### config.mk
export PLATFORM = sky130hd
export DESIGN_NAME = link_status_mon
export DESIGN_NICKNAME = d
export VERILOG_FILES = /design/src/rtl/link_mon_pkg.sv /design/src/rtl/sync_2ff.sv /design/src/rtl/link_status_mon.sv
export SDC_FILE = /design/constraint.sdc
export NUM_CORES = 1
export LEC_CHECK = 0
export CAP_MARGIN = 20
export CORE_MARGIN = 2
export CORE_UTILIZATION = 50
export DETAILED_ROUTE_END_ITERATION = 8
export GPL_TIMING_DRIVEN = 0
export PLACE_DENSITY = 0.69
export SETUP_SLACK_MARGIN = 0.4
export SLEW_MARGIN = 0
export SYNTH_ARGS = -nofsm -noshare
export SYNTH_HDL_FRONTEND = slang
export SYNTH_SLANG_ARGS = --single-unit
export TNS_END_PERCENT = 1
### constraint.sdc
create_clock -name i_clk -period 2.2 [get_ports i_clk]
set_input_delay 0.44 -clock i_clk [delete_from_list [all_inputs] [get_ports i_clk]]
set_output_delay 0.44 -clock i_clk [all_outputs]
set_load 0.05 [all_outputs]
### src/rtl/link_mon_pkg.sv
// Shared definitions for the link status monitor: error codes, FSM states and
// default timing constants for the 60 MHz system clock.
package link_mon_pkg;

    localparam logic [1:0] ERR_NONE = 2'd0;
    localparam logic [1:0] ERR_OVR  = 2'd1;
    localparam logic [1:0] ERR_LOS  = 2'd2;

    typedef enum logic [1:0] {
        ST_IDLE = 2'd0,
        ST_ERR  = 2'd1,
        ST_HOLD = 2'd2
    } state_e;

    localparam int unsigned DEF_ACT_HOLD = 32'd3_000_000;   // 50 ms
    localparam int unsigned DEF_MAX_ON   = 32'd6_000;       // 100 us
    localparam int unsigned DEF_LOS_FILT = 32'd600;         // 10 us
    localparam int unsigned DEF_ERR_HOLD = 32'd30_000_000;  // 500 ms

    // Error codes are numbered in priority order, so the larger code wins.
    function automatic logic [1:0] code_max(input logic [1:0] a, input logic [1:0] b);
        return (a > b) ? a : b;
    endfunction

endpackage

### src/rtl/sync_2ff.sv
// Two-flop synchroniser for a single asynchronous level, resets to 0.
module sync_2ff (
    input  logic clk_i,
    input  logic rst_ni,
    input  logic d_i,
    output logic q_o
);

    logic meta_q;
    logic sync_q;

    always_ff @(posedge clk_i or negedge rst_ni) begin
        if (!rst_ni) begin
            meta_q <= 1'b0;
            sync_q <= 1'b0;
        end else begin
            meta_q <= d_i;
            sync_q <= meta_q;
        end
    end

    assign q_o = sync_q;

endmodule

### src/rtl/link_status_mon.sv
// Per-channel link monitor: synchronises data and SFP LOS, stretches activity and
// latches errors. Macro LINK_MON_GATE_EN cuts o_sig during overrun or accepted LOS.
module link_status_mon
    import link_mon_pkg::*;
#(
    parameter int unsigned ACT_HOLD = DEF_ACT_HOLD,
    parameter int unsigned MAX_ON   = DEF_MAX_ON,
    parameter int unsigned LOS_FILT = DEF_LOS_FILT,
    parameter int unsigned ERR_HOLD = DEF_ERR_HOLD
) (
    input  logic       i_clk,
    input  logic       i_res_n,
    input  logic       i_sig,
    input  logic       i_los,
    output logic       o_sig,
    output logic       o_act,
    output logic       o_err,
    output logic [1:0] o_err_code
);

    localparam int unsigned AW = $clog2(ACT_HOLD + 1);
    localparam int unsigned OW = $clog2(MAX_ON + 1);
    localparam int unsigned LW = $clog2(LOS_FILT + 1);
    localparam int unsigned HW = $clog2(ERR_HOLD + 1);

    logic          s_sig;
    logic          s_los;
    logic          sig_prev_q;
    logic          rise;
    logic          ovr_act;
    logic          los_ok;
    logic          cause;
    logic [1:0]    cause_code;

    logic          sig_q,     sig_d;
    logic          act_q,     act_d;
    logic [AW-1:0] act_cnt_q, act_cnt_d;
    logic [OW-1:0] on_cnt_q,  on_cnt_d;
    logic [LW-1:0] los_cnt_q, los_cnt_d;
    state_e        state_q,   state_d;
    logic [HW-1:0] hold_cnt_q, hold_cnt_d;
    logic          err_q,     err_d;
    logic [1:0]    code_q,    code_d;

    sync_2ff u_sync_sig (.clk_i(i_clk), .rst_ni(i_res_n), .d_i(i_sig), .q_o(s_sig));
    sync_2ff u_sync_los (.clk_i(i_clk), .rst_ni(i_res_n), .d_i(i_los), .q_o(s_los));

    assign rise       = s_sig & ~sig_prev_q;
    assign ovr_act    = s_sig && (on_cnt_q == OW'(MAX_ON));
    // LOS acceptance drops in the same cycle the synchronised pin goes low.
    assign los_ok     = s_los && (los_cnt_q == LW'(LOS_FILT));
    assign cause      = ovr_act | los_ok;
    assign cause_code = los_ok ? ERR_LOS : (ovr_act ? ERR_OVR : ERR_NONE);

    // Datapath: output gating, activity stretch, on-time and LOS counters.
    always_comb begin
        act_d     = act_q;
        act_cnt_d = act_cnt_q;
        on_cnt_d  = on_cnt_q;
        los_cnt_d = los_cnt_q;

`ifdef LINK_MON_GATE_EN
        sig_d = s_sig & ~(ovr_act | los_ok);
`else
        sig_d = s_sig;
`endif

        if (rise) begin
            act_cnt_d = AW'(ACT_HOLD - 1);
            act_d     = 1'b1;
        end else if (act_cnt_q != '0) begin
            act_cnt_d = act_cnt_q - AW'(1);
            act_d     = 1'b1;
        end else begin
            act_d     = 1'b0;
        end

        if (!s_sig) begin
            on_cnt_d = '0;
        end else if (on_cnt_q != OW'(MAX_ON)) begin
            on_cnt_d = on_cnt_q + OW'(1);
        end

        if (!s_los) begin
            los_cnt_d = '0;
        end else if (los_cnt_q != LW'(LOS_FILT)) begin
            los_cnt_d = los_cnt_q + LW'(1);
        end
    end

    // Error FSM; the code keeps the worst cause seen until the episode returns to IDLE.
    always_comb begin
        state_d    = state_q;
        hold_cnt_d = hold_cnt_q;
        err_d      = err_q;
        code_d     = code_q;

        case (state_q)
            ST_IDLE: begin
                err_d  = 1'b0;
                code_d = ERR_NONE;
                if (cause) begin
                    state_d = ST_ERR;
                    err_d   = 1'b1;
                    code_d  = cause_code;
                end
            end
            ST_ERR: begin
                err_d  = 1'b1;
                code_d = code_max(code_q, cause_code);
                if (!cause) begin
                    state_d    = ST_HOLD;
                    hold_cnt_d = HW'(ERR_HOLD - 1);
                end
            end
            ST_HOLD: begin
                err_d = 1'b1;
                if (cause) begin
                    state_d = ST_ERR;
                    code_d  = code_max(code_q, cause_code);
                end else if (hold_cnt_q == '0) begin
                    state_d = ST_IDLE;
                    err_d   = 1'b0;
                    code_d  = ERR_NONE;
                end else begin
                    hold_cnt_d = hold_cnt_q - HW'(1);
                end
            end
            default: begin
                state_d = ST_IDLE;
                err_d   = 1'b0;
                code_d  = ERR_NONE;
            end
        endcase
    end

    always_ff @(posedge i_clk or negedge i_res_n) begin
        if (!i_res_n) begin
            sig_prev_q <= 1'b0;
            sig_q      <= 1'b0;
            act_q      <= 1'b0;
            act_cnt_q  <= '0;
            on_cnt_q   <= '0;
            los_cnt_q  <= '0;
            state_q    <= ST_IDLE;
            hold_cnt_q <= '0;
            err_q      <= 1'b0;
            code_q     <= ERR_NONE;
        end else begin
            sig_prev_q <= s_sig;
            sig_q      <= sig_d;
            act_q      <= act_d;
            act_cnt_q  <= act_cnt_d;
            on_cnt_q   <= on_cnt_d;
            los_cnt_q  <= los_cnt_d;
            state_q    <= state_d;
            hold_cnt_q <= hold_cnt_d;
            err_q      <= err_d;
            code_q     <= code_d;
        end
    end

    assign o_sig      = sig_q;
    assign o_act      = act_q;
    assign o_err      = err_q;
    assign o_err_code = code_q;

endmodule

Word-level counts from Yosys, hierarchy flattened
Index checks and enable logic that the tools add are counted.
W data, S select, Z words.
- bits in registers: 81
- input bits: 4
- output and inout port bits: 5
- logic and storage cells: 70
- add/sub/neg operators: 4
- magnitude comparators: 1
- equality and inequality tests: 13
- mux-type cells: 27
- bitwise operators: 3
- reductions and logical operators: 9
- operator list (cell ; count):
    $mux W25 ; 3
    $pmux W25 S2 ; 1
    $mux W22 ; 2
    $mux W13 ; 2
    $logic_not A25 Y1 ; 1
    $sub A25 B1 Y25 const B ; 1
    $reduce_bool A22 Y1 ; 1
    $sub A22 B1 Y22 const B ; 1
    $mux W10 ; 2
    $mux W2 ; 8
    $add A13 B1 Y13 const B ; 1
    $eq A13 B13 Y1 const B ; 1
    $ne A13 B13 Y1 const B ; 1
    $ne A2 B2 Y1 const B ; 6
    $pmux W2 S3 ; 2
    $add A10 B1 Y10 const B ; 1
    $eq A10 B10 Y1 const B ; 1
    $ne A10 B10 Y1 const B ; 1
    $mux W1 ; 6
    $reduce_and A4 Y1 ; 1
    $reduce_bool A2 Y1 ; 2
    $ne A3 B3 Y1 const B ; 1
    $pmux W1 S3 ; 1
    $reduce_and A3 Y1 ; 1
    8 further kinds ; 9

Longest topological paths before layout
Gate-level depths: netlist of the first run.
- word-level depth: 8
- mapped depth: 11
- gate-level depth less buffers: 11

Cells and area by module
Synthesis of the first run repeated with hierarchy kept, for this count alone.
- cell total of the unflattened synthesis: 467
- area total of the unflattened synthesis: 4424.2 µm²
- by module, submodules not included (module ; instances ; cells an instance ; area an instance (µm²) ; seq. area each (µm²)):
    link_status_mon ; 1 ; 463 ; 4324.1 ; 1926.8
    sync_2ff ; 2 ; 2 ; 50.0 ; 50.0

Least setup slack after synthesis of the first run
OpenSTA, ideal clock, no wires.
- path kind: reg2reg
- start: register los_cnt_q[0]
- end: register hold_cnt_q[12]
- library setup time: 0.078 ns
- data arrival time: 2.335 ns
- data required time: 2.122 ns
- path slack: -0.213 ns
- cell stages (with the launch flop): 9
- path buffers: 1
- period minus slack after synthesis: 2.413 ns
- path through: dfrtp_1 > inv_1 > ha_1 > and4b_1 > and4_1 > or4_1 > clkbuf_1 > or4_1 > a21oi_1
- longest elaborated chain between the ends: 5
- elaborated cells on any way between the ends: 6
- those cells by class: eq/ne: 3; bitwise: 1; reduce/logical: 2
- ends and longest elaborated chain (what ; RTL line ; source):
    start, declared ; link_status_mon.sv:39 ; logic [LW-1:0] los_cnt_q, los_cnt_d;
    start signal, assigned ; link_status_mon.sv:155 ; los_cnt_q <= los_cnt_d;
    $eq A10 B10 Y1 (*) ; link_status_mon.sv:51 ; assign los_ok = s_los && (los_cnt_q == LW'(LOS_FILT));
    $logic_and A1 B1 Y1 (*) ; link_status_mon.sv:51 ;
    $or A1 B1 Y1 (*) ; link_status_mon.sv:52 ; assign cause = ovr_act | los_ok;
    $ne A2 B2 Y1 (no source line) ; - ;
    $reduce_and A4 Y1 (no source line) (*) ; - ;
    end signal, assigned ; link_status_mon.sv:157 ; hold_cnt_q <= hold_cnt_d;
    end, declared ; link_status_mon.sv:41 ; logic [HW-1:0] hold_cnt_q, hold_cnt_d;
Mark *: on every way between the ends. The rest lies on a longest branch, timed or not.
A chain may end at the register's enable or synchronous reset.

Final worst setup path of the first run
- start: register hold_cnt_q[1]
- end: register hold_cnt_q[12]
- longest elaborated chain between the ends: 4
- elaborated cells on any way between the ends: 7
- those cells by class: add/sub: 1; eq/ne: 1; mux: 3; reduce/logical: 2
- ends and longest elaborated chain (what ; RTL line ; source):
    $sub A25 B1 Y25 ; link_status_mon.sv:126 ; hold_cnt_d = hold_cnt_q - HW'(1);
    $mux W25 ; link_status_mon.sv:121 ; end else if (hold_cnt_q == '0) begin
    $mux W25 ; link_status_mon.sv:118 ; if (cause) begin
    $pmux W25 S2 ; link_status_mon.sv:98 ; case (state_q)
Several ways; a longest one is shown, not always the timed one. The select of a mux whose other input is x is not followed.

==> impl_metrics.json, run 1 <==
{
  "outcome": "finished with violations",
  "violations": "setup timing",
  "synthCells": 467,
  "synth_fa_ha_area_share_pct": 2.545,
  "cp-end-kind": "flop",
  "dpl_worst_slack_ns": -0.5577,
  "combPwrFrac_pct": 6.1,
  "synth.area.mux_share_pct": 1.612,
  "leakage_uw": 0.002329,
  "met1_length_mm": 4.778,
  "start_kind": "flop",
  "vdd_ir_drop_max_mv": 0.3026,
  "critical_path_class": "reg -> reg",
  "max_stage_delay_ns": 0.60,
  "rows": 34,
  "r2r-end": "hold_cnt_q[12]",
  "ys.flop_type": "dfrtp_1",
  "vias_per_cell": 6.060,
  "pwr-share-clk_pct": 40.9,
  "r2r_cells": 8,
  "die-area_mm2": 0.009617,
  "hold_violations": 0,
  "grt_pass1_wl_mm": 17.02,
  "drive_gt1_share_pct": 20.78,
  "cts.sinks": 81,
  "wl_met2_mm": 4.872,
  "area_growth_pct": 21.58,
  "synthDistinctLibCells": 53,
  "fin_ws_ns": -0.2864,
  "wirelength_mm": 10.17,
  "synth_edf_count": 0,
  "first_pass_iters": 4,
  "die_y_um": 98.07,
  "seqPwrFrac_pct": 53.0,
  "cts_buffer_depth": 2,
  "highest_layer": "met4",
  "synthTopCellsByCount": "81 x dfrtp_1, 34 x nor2_1, 31 x o21ai_0",
  "clk_latency_ns": 0.36,
  "switchingPower_uw": 711.6,
  "dieWidth_um": 98.07,
  "synth_top_family_by_area": "simple AND/OR/NAND/NOR gates",
  "htreeDepth": 3,
  "num_antenna_cells": 0,
  "totalPowerFinal_uw": 2982,
  "grt_pass1_vias": 3573,
  "grt_max_degree": 49,
  "yosysSeqAreaShare_pct": 45.81,
  "start_util_pct": 51.23,
  "cap_violations": 0,
  "dp_hpwl_mm": 6.363,
  "place_congestion": 0.8640,
  "skew_ns": 0.01192,
  "critPathSlowestCell": "or4_4",
  "syn-num-nets": 480,
  "antenna_found_initial": 0,
  "crit_fanout": 5,
  "coreArea_mm2": 0.008636,
  "synth_xor_area_share_pct": 6.335,
  "ant_nets": 0,
  "fill_cells": 706,
  "dpl_cell_area_mm2": 0.004681,
  "fin_area_mm2": 0.005379,
  "path_clk_slew_ns": 0.09,
  "yosys.area.top_type_share_pct": 45.81,
  "cts_buffers": 9,
  "drc": 0,
  "wl_per_cell_um": 16.45,
  "swShare_pct": 23.86,
  "reg2reg_slack_ns": -0.29,
  "grtUsageTotal_pct": 21.53,
  "tritoncts": "yes",
  "io_buffers": 8,
  "setup.worst_path.start": "hold_cnt_q[1]",
  "path_cells": "inv_1, ha_2, nor4b_4, nand2_1, or4_4, buf_8, or4_4, a21oi_2",
  "final_max_slew_viol_count": 0,
  "cp.required_ns": 2.49,
  "vias": 3745,
  "routed-wl-met3_um": 354,
  "syn_area_per_cell_um2": 9.474,
  "slew_headroom_pct": 57.29,
  "io-pin-count": 9,
  "min_path_type": "in -> async",
  "reg2reg_from": "hold_cnt_q[1]",
  "setup_viol": 36,
  "rsz0062_at_grt": "true",
  "yosysWarnings": 0,
  "p_int_uw": 2271,
  "synth_top_area_cell": "dfrtp_1",
  "clock.fmax_ghz": 0.4022,
  "cts-root-buf": "clkbuf_8",
  "p_per_area_mw_per_mm2": 554.4,
  "ys_top_cells_by_area": "dfrtp_1 46%, o21ai_0 3.5%, xnor2_1 3.2%, xor2_1 3.2%, nor3_1 2.9%",
  "synthSimpleGateAreaFrac_pct": 29.47,
  "synthArstFlopShare_pct": 100.0,
  "layout.nets": 519,
  "critPathArrivalTime_ns": 2.77,
  "fin_crit_sh_pct": 113.0,
  "fin_util_pct": 62.29,
  "synth_most_common_cell": "dfrtp_1",
  "drtIter0Drc": 173,
  "tightestPinTransition_ns": 0.6372,
  "crit_top_cell": "or4_4",
  "fin_crit_ns": 2.486,
  "ctsHoldBuffers": 0,
  "grt.overflow.total": 0,
  "synth_compound_area_share_pct": 11.31,
  "syn-cell-area_mm2": 0.004424,
  "ys_ff_latch": 81,
  "setup.worst_path.end": "hold_cnt_q[12]"
}
==> power by group through the flow <==
| stage | Sequential (uW) | Clock (uW) | Combinational (uW) |
|---|---|---|---|
| after floorplan | 1600 | 0 | 93.5 |
| after global placement | 1610 | 0 | 149 |
| after detailed placement | 1610 | 0 | 160 |
| after CTS | 1580 | 1240 | 179 |
| after global routing | 1590 | 1310 | 212 |
| final | 1580 | 1220 | 182 |
==> cell usage in the layout (no fill, tap or decap), types with 4 or more instances in the layout <==
| master | n |
|---|---|
| a21oi_1 | 14 |
| and2_1 | 14 |
| and3_1 | 10 |
| and4_1 | 4 |
| buf_4 | 20 |
| clkbuf_1 | 6 |
| clkbuf_8 | 13 |
| dfrtp_1 | 81 |
| dlymetal6s2s_1 | 5 |
| ha_1 | 7 |
| inv_1 | 14 |
| mux2i_1 | 6 |
| nand2_1 | 28 |
| nand2b_1 | 6 |
| nand3_1 | 14 |
| nand4_1 | 9 |
| nor2_1 | 33 |
| nor2b_1 | 7 |
| nor3_1 | 16 |
| nor3_2 | 8 |
| nor4_1 | 5 |
| o211ai_1 | 10 |
| o21ai_0 | 19 |
| o21ai_1 | 10 |
| o31ai_1 | 9 |
| or3_1 | 15 |
| or3b_2 | 6 |
| or4_1 | 8 |
| or4_4 | 8 |
| xnor2_1 | 16 |
| xor2_1 | 16 |
==> what timing repair did <==
item	in CTS	in global routing
gates cloned	1	0
setup endpoints to repair	57	57
pin swaps	12	23
setup buffers	16	2
resized for setup	44	61
==> metal layers <==
layer,vias to the layer above,global-route usage [%]
met4,0,8.761
met1,1867,29.72
li1,1790,-
met5,-,0
met3,14,3.794
met2,74,33.83
==> stage by stage <==
step,std cells,TNS (ns),hold WS (ns)
6_report,618,-3.834,0.01956
5_1_grt,618,-8.473,0.04984
2_1_floorplan,467,-1.480,0.1444
4_1_cts,616,-4.750,0.03370
3_3_place_gp,583,-196.08,0.3314
3_5_place_dp,584,-15.00,0.3379
==> layout make-up <==
class | count | area, um^2 | share of cell area, %
plain buffers | 17 | 133.9 | 2.489
clock inverters | 4 | 76.32 | 1.419
multi-input cells | 352 | 2536 | 47.15
well taps | 108 | 135.1 | 2.512
inverters | 17 | 68.82 | 1.279
repair buffers | 28 | 260.3 | 4.838
flip-flops and latches | 81 | 2027 | 37.68
clock buffers | 11 | 141.4 | 2.629
==> worst max-delay path: cells and delay by family (launching register included) <==
family / cells / cell delay, ns
compound gates: 1 / 0.14
fa+ha+maj: 1 / 0.19
simple gates: 4 / 1.47
flops: 1 / 0.39
buf+inv: 2 / 0.22
==> worst min-delay path by stage <==
stage                            from        endpoint  cells past startpoint
CTS                           i_res_n    los_cnt_q[9]                      1
global route                  i_res_n  hold_cnt_q[17]                      1
detailed placement  u_sync_sig.meta_q  u_sync_sig.q_o                      0
global placement    u_sync_sig.meta_q  u_sync_sig.q_o                      0
floorplan                     i_res_n    act_cnt_q[0]                      0
finish                        i_res_n  hold_cnt_q[17]                      1
==> cell families (layout without fill, tap and decap cells) <==
logic type	count (synthesis)	in the layout
compound gates	81	81
xor+xnor	32	32
fa+ha+maj	9	9
buf+inv	34	77
flops	81	81
mux	7	7
simple gates	223	223
==> flip-flops by register name, summed over array words and instances, names as in the netlist <==
name and flops:
hold_cnt_q 25, act_cnt_q 22, on_cnt_q 13, los_cnt_q 10, o_err_code 2, state_q 2, o_act 1, o_err 1
o_sig 1, u_sync_los.meta_q 1, u_sync_los.q_o 1, u_sync_sig.meta_q 1, u_sync_sig.q_o 1
Note: power is estimated with default switching activity, not from simulation.
==> inputs of run 2 (changes only) <==
Settings changed: CAP_MARGIN 20 to default, PLACE_DENSITY 0.69 to 0.71.
==> impl_metrics.json, run 2 (synthesis results as in run 1) <==
{
  "biggestRegsByFlops": "hold_cnt_q (25), act_cnt_q (22), on_cnt_q (13)",
  "final_common_cell": "dfrtp_1",
  "final_max_slew_viol_count": 0,
  "rows": 34,
  "grtUsageTotal_pct": 21.46,
  "p_per_area_mw_per_mm2": 530.8,
  "setup_viol": 37,
  "fin_ws_ns": -0.2585,
  "clk_latency_ns": 0.35,
  "critPathArrivalTime_ns": 2.73,
  "first_pass_iters": 4,
  "fin_crit_sh_pct": 111.8,
  "min_path_type": "reg -> reg",
  "place_congestion": 0.8425,
  "coreArea_mm2": 0.008636,
  "r2r-end": "hold_cnt_q[18]",
  "violations": "setup timing",
  "drive_gt1_share_pct": 22.46,
  "reg2reg_from": "los_cnt_q[0]",
  "whs_ns": 0.3427,
  "hold_violations": 0,
  "tightestPinTransition_ns": 0.6286,
  "top_register": "hold_cnt_q",
  "rsz0062_at_grt": "true",
  "grt_pass1_vias": 3701,
  "grt_max_degree": 71,
  "grt_pass1_wl_mm": 17.15,
  "cts-root-buf": "clkbuf_8",
  "skew_ns": 0.01346,
  "vias_per_cell": 6.011,
  "vias": 3781,
  "leakage_uw": 0.002352,
  "dieWidth_um": 98.07,
  "path_clk_slew_ns": 0.09,
  "drc": 0,
  "vdd_ir_drop_max_mv": 0.4064,
  "hold_end": "u_sync_sig.q_o",
  "area_growth_pct": 22.68,
  "layout_common_cells": "79 x dfrtp_1, 31 x nor2_1, 29 x buf_4",
  "largest_reg_flops": 25,
  "reg2reg_slack_ns": -0.26,
  "cts.sinks": 81,
  "drtIter0Drc": 210,
  "die-area_mm2": 0.009617,
  "die_y_um": 98.07,
  "critical_path_class": "reg -> reg",
  "hp-start": "u_sync_sig.meta_q",
  "htreeDepth": 3,
  "outcome": "finished with violations",
  "cp.required_ns": 2.47,
  "start_kind": "flop",
  "io-pin-count": 9,
  "cts_buffer_depth": 2,
  "layout.nets": 529,
  "totalPowerFinal_uw": 2881,
  "cts_buffers": 9,
  "io_buffers": 8,
  "setup.worst_path.start": "los_cnt_q[0]",
  "cp-end-kind": "flop",
  "num_antenna_cells": 0,
  "ant_nets": 0,
  "tritoncts": "yes",
  "wirelength_mm": 10.33,
  "slew_headroom_pct": 57.86,
  "dp_hpwl_mm": 6.381,
  "r2r_cells": 8,
  "wl_per_cell_um": 16.43,
  "grt.overflow.total": 0,
  "cap_violations": 0,
  "min_path_cells": 0,
  "clock.fmax_ghz": 0.4068,
  "crit_fanout": 6,
  "start_util_pct": 51.23,
  "antenna_found_initial": 0,
  "fin_crit_ns": 2.459
}
-- run 2: cell count changes in the layout (fill, tap and decap cells not counted), sizes merged --
cell and delta:
bufinv -1, clkinvlp +1, clkinv +2, buf +9, inv -1, dlygate4sd3 +1
-- run 2: final cells by class --
cell class	count	area, um^2
multi-input combinational	352	2537
fill	697	3208
buffer	17	125.1
sequential	81	2029
tap	108	135.1
inverter	17	66.31
timing repair buffer	38	337.8
clock inverter	5	55.05
clock buffer	11	141.4
-- run 2: how the worst max path moves through the flow --
stage | endpoint | cells after the start
after floorplan | hold_cnt_q[20] | 5
after global placement | act_cnt_q[16] | 1
after detailed placement | hold_cnt_q[1] | 8
after CTS | hold_cnt_q[20] | 5
after global routing | hold_cnt_q[18] | 8
final | hold_cnt_q[18] | 8
-- run 2: power breakdown --
part           internal (uW)  switching, uW  leakage (uW)
Sequential              1530           51.2       0.00104
Clock                    553            564     0.0000953
Combinational           76.2            110       0.00122
Total                   2160            725       0.00235
-- run 2: worst max-delay path, stage by stage (launching register included) --
cell	delay, ns
dfrtp_1	0.37
inv_1	0.05
ha_1	0.19
and4b_1	0.24
and4_4	0.18
or4_4	0.55
buf_4	0.16
or4_1	0.50
a21oi_1	0.14
-- run 2: what timing repair did --
item                                    in CTS  in global routing
setup buffers                               17                 10
hold buffers                                 1                  0
endpoints found under the hold margin       11                  0
gates resized for setup                     40                 65
pin swaps                                    9                 20
cloned                                       0                  1
endpoints found under the setup margin      57                 56
-- run 2: per-stage QoR --
stage	std cells	util [%]	setup slack (ns)	cell area, um^2	setup TNS (ns)
after floorplan	467	-	-0.1553	4441	-1.480
after global placement	583	53.91	-2.209	4656	-192.66
after detailed placement	584	54.20	-0.6233	4681	-15.79
after CTS	618	59.59	-0.2417	5146	-5.317
after global routing	629	62.85	-0.3211	5428	-8.001
final	629	62.85	-0.2585	5428	-4.142
-- run 2: routing by layer --
metal / part of all wire [%] / up-vias / wire length (um) / GRT usage [%]
met5: 0 / - / 0 / 0
met4: 1.4 / 0 / 143 / 7.799
met3: 3.3 / 12 / 342 / 3.293
met2: 49 / 90 / 5080 / 35.14
met1: 46 / 1872 / 4766 / 29.10
li1: - / 1807 / - / -
==> inputs of run 3 (changes only) <==
Settings changed: SYNTH_HIERARCHICAL from default to 1.
==> impl_metrics.json, run 3 <==
{
  "violations": "setup timing",
  "grt_pass1_vias": 3701,
  "clock.fmax_ghz": 0.4068,
  "wirelength_mm": 10.33,
  "vdd_ir_drop_max_mv": 0.4064,
  "leakage_uw": 0.002352,
  "skew_ns": 0.01346,
  "ys_top_cells_by_area": "dfrtp_1 46%, o21ai_0 3.5%, xnor2_1 3.2%, xor2_1 3.2%, nor3_1 2.9%",
  "clk_latency_ns": 0.35,
  "syn_area_per_cell_um2": 9.474,
  "setup_viol": 37,
  "htreeDepth": 3,
  "path_clk_slew_ns": 0.09,
  "layout.nets": 529,
  "fin_crit_sh_pct": 111.8,
  "min_path_type": "reg -> reg",
  "io_buffers": 8,
  "synth_most_common_cell": "dfrtp_1",
  "ys.flop_type": "dfrtp_1",
  "dpl_worst_slack_ns": -0.6233,
  "synthDistinctLibCells": 53,
  "dieWidth_um": 98.07,
  "grt_max_degree": 71,
  "outcome": "finished with violations",
  "cts_buffers": 9,
  "wl_met2_mm": 5.080,
  "fin_ws_ns": -0.2585,
  "slew_headroom_pct": 57.86,
  "final_common_cell": "dfrtp_1",
  "coreArea_mm2": 0.008636,
  "cp-end-kind": "flop",
  "ys_ff_latch": 81,
  "cts-root-buf": "clkbuf_8",
  "io-pin-count": 9,
  "syn-num-nets": 480,
  "yosys.area.top_type_share_pct": 45.81,
  "layout_common_cells": "79 x dfrtp_1, 31 x nor2_1, 29 x buf_4",
  "dp_hpwl_mm": 6.381,
  "drtIter0Drc": 210,
  "final_max_slew_viol_count": 0,
  "synth_top_area_cell": "dfrtp_1",
  "rows": 34,
  "critPathArrivalTime_ns": 2.73,
  "top_register": "hold_cnt_q",
  "hold_violations": 0,
  "routed-wl-met3_um": 342,
  "tightestPinTransition_ns": 0.6286,
  "highest_layer": "met4",
  "num_antenna_cells": 0,
  "fin_crit_ns": 2.459,
  "rsz0062_at_grt": "true",
  "synth_edf_count": 0,
  "syn-cell-area_mm2": 0.004424,
  "start_util_pct": 51.23,
  "whs_ns": 0.3427,
  "first_pass_iters": 4,
  "biggestRegsByFlops": "hold_cnt_q (25), act_cnt_q (22), on_cnt_q (13)",
  "die-area_mm2": 0.009617,
  "drc": 0,
  "ant_nets": 0,
  "area_growth_pct": 22.68,
  "vias": 3781,
  "crit_fanout": 6,
  "cp.required_ns": 2.47,
  "met1_length_mm": 4.766,
  "antenna_found_initial": 0,
  "die_y_um": 98.07,
  "vias_per_cell": 6.011,
  "cts_buffer_depth": 2,
  "synthTopCellsByCount": "81 x dfrtp_1, 34 x nor2_1, 31 x o21ai_0",
  "grt_pass1_wl_mm": 17.15,
  "p_per_area_mw_per_mm2": 530.8,
  "wl_per_cell_um": 16.43,
  "drive_gt1_share_pct": 22.46,
  "yosysWarnings": 6,
  "critical_path_class": "reg -> reg",
  "largest_reg_flops": 25,
  "totalPowerFinal_uw": 2881,
  "cap_violations": 0,
  "place_congestion": 0.8425,
  "yosysSeqAreaShare_pct": 45.81,
  "tritoncts": "yes",
  "start_kind": "flop",
  "synthCells": 467,
  "grtUsageTotal_pct": 21.46,
  "cts.sinks": 81,
  "grt.overflow.total": 0,
  "fin_util_pct": 62.85,
  "synthArstFlopShare_pct": 100.0
}
run 3: cell counts after synthesis:
Identical to the previous run, type by type.
run 3: worst paths after layout:
| path | start | to | slack (ns) | cells past startpoint |
|---|---|---|---|---|
| min reg2reg | u_sync_sig/meta_q | u_sync_sig/q_o | 0.34 | 0 |
| max | los_cnt_q[0] | hold_cnt_q[18] | -0.26 | 8 |
| max reg2reg | los_cnt_q[0] | hold_cnt_q[18] | -0.26 | 8 |
| min in group asynchronous | i_res_n | o_err | 0.46 | 2 |
| max in group asynchronous | i_res_n | hold_cnt_q[9] | 1.12 | 3 |
| min | u_sync_sig/meta_q | u_sync_sig/q_o | 0.34 | 0 |
run 3: cells by family after synthesis:
family	after synthesis	share of synthesized area, %
compound gates	81	11.31
xor+xnor	32	6.335
fa+ha+maj	9	2.545
buf+inv	34	2.913
flops	81	45.81
mux	7	1.612
simple gates	223	29.47
run 3: layout make-up:
cell class	count	area (um^2)
multi-input cells	352	2537
repair buffers	38	337.8
flip-flops and latches	81	2029
clock buffers	11	141.4
plain buffers	17	125.1
clock inverters	5	55.05
inverters	17	66.31
fillers	697	3208
well taps	108	135.1
run 3: where the power goes:
part / internal, uW / leakage (uW) / total, uW / switching [uW]
Sequential: 1530 / 0.00104 / 1580 / 51.2
Combinational: 76.2 / 0.00122 / 186 / 110
Clock: 553 / 0.0000953 / 1120 / 564
Total: 2160 / 0.00235 / 2880 / 725
run 3: per-layer routing:
metal	GRT usage, %	vias to the layer above
met5	0	-
met4	7.799	0
met3	3.293	12
met2	35.14	90
met1	29.10	1872
li1	-	1807
run 3: stage by stage:
stage	cell area, um^2	std cells	TNS [ns]
floorplan	4441	467	-1.480
global placement	4656	583	-192.66
detailed placement	4681	584	-15.79
CTS	5146	618	-5.317
global route	5428	629	-8.001
finish	5428	629	-4.142
run 3: timing repair:
action / 4_1_cts / 5_1_grt
hold endpoints to repair: 11 / 0
hold buffers: 1 / 0
endpoints found under the setup margin: 57 / 56
pin swaps: 9 / 20
cloned: 0 / 1
setup buffers: 17 / 10
gates resized for setup: 40 / 65
run 3: critical path: stages (launching register included):
cell and delay (ns):
dfrtp_1 0.37, inv_1 0.05, ha_1 0.19, and4b_1 0.24, and4_4 0.18, or4_4 0.55
buf_4 0.16, or4_1 0.50, a21oi_1 0.14
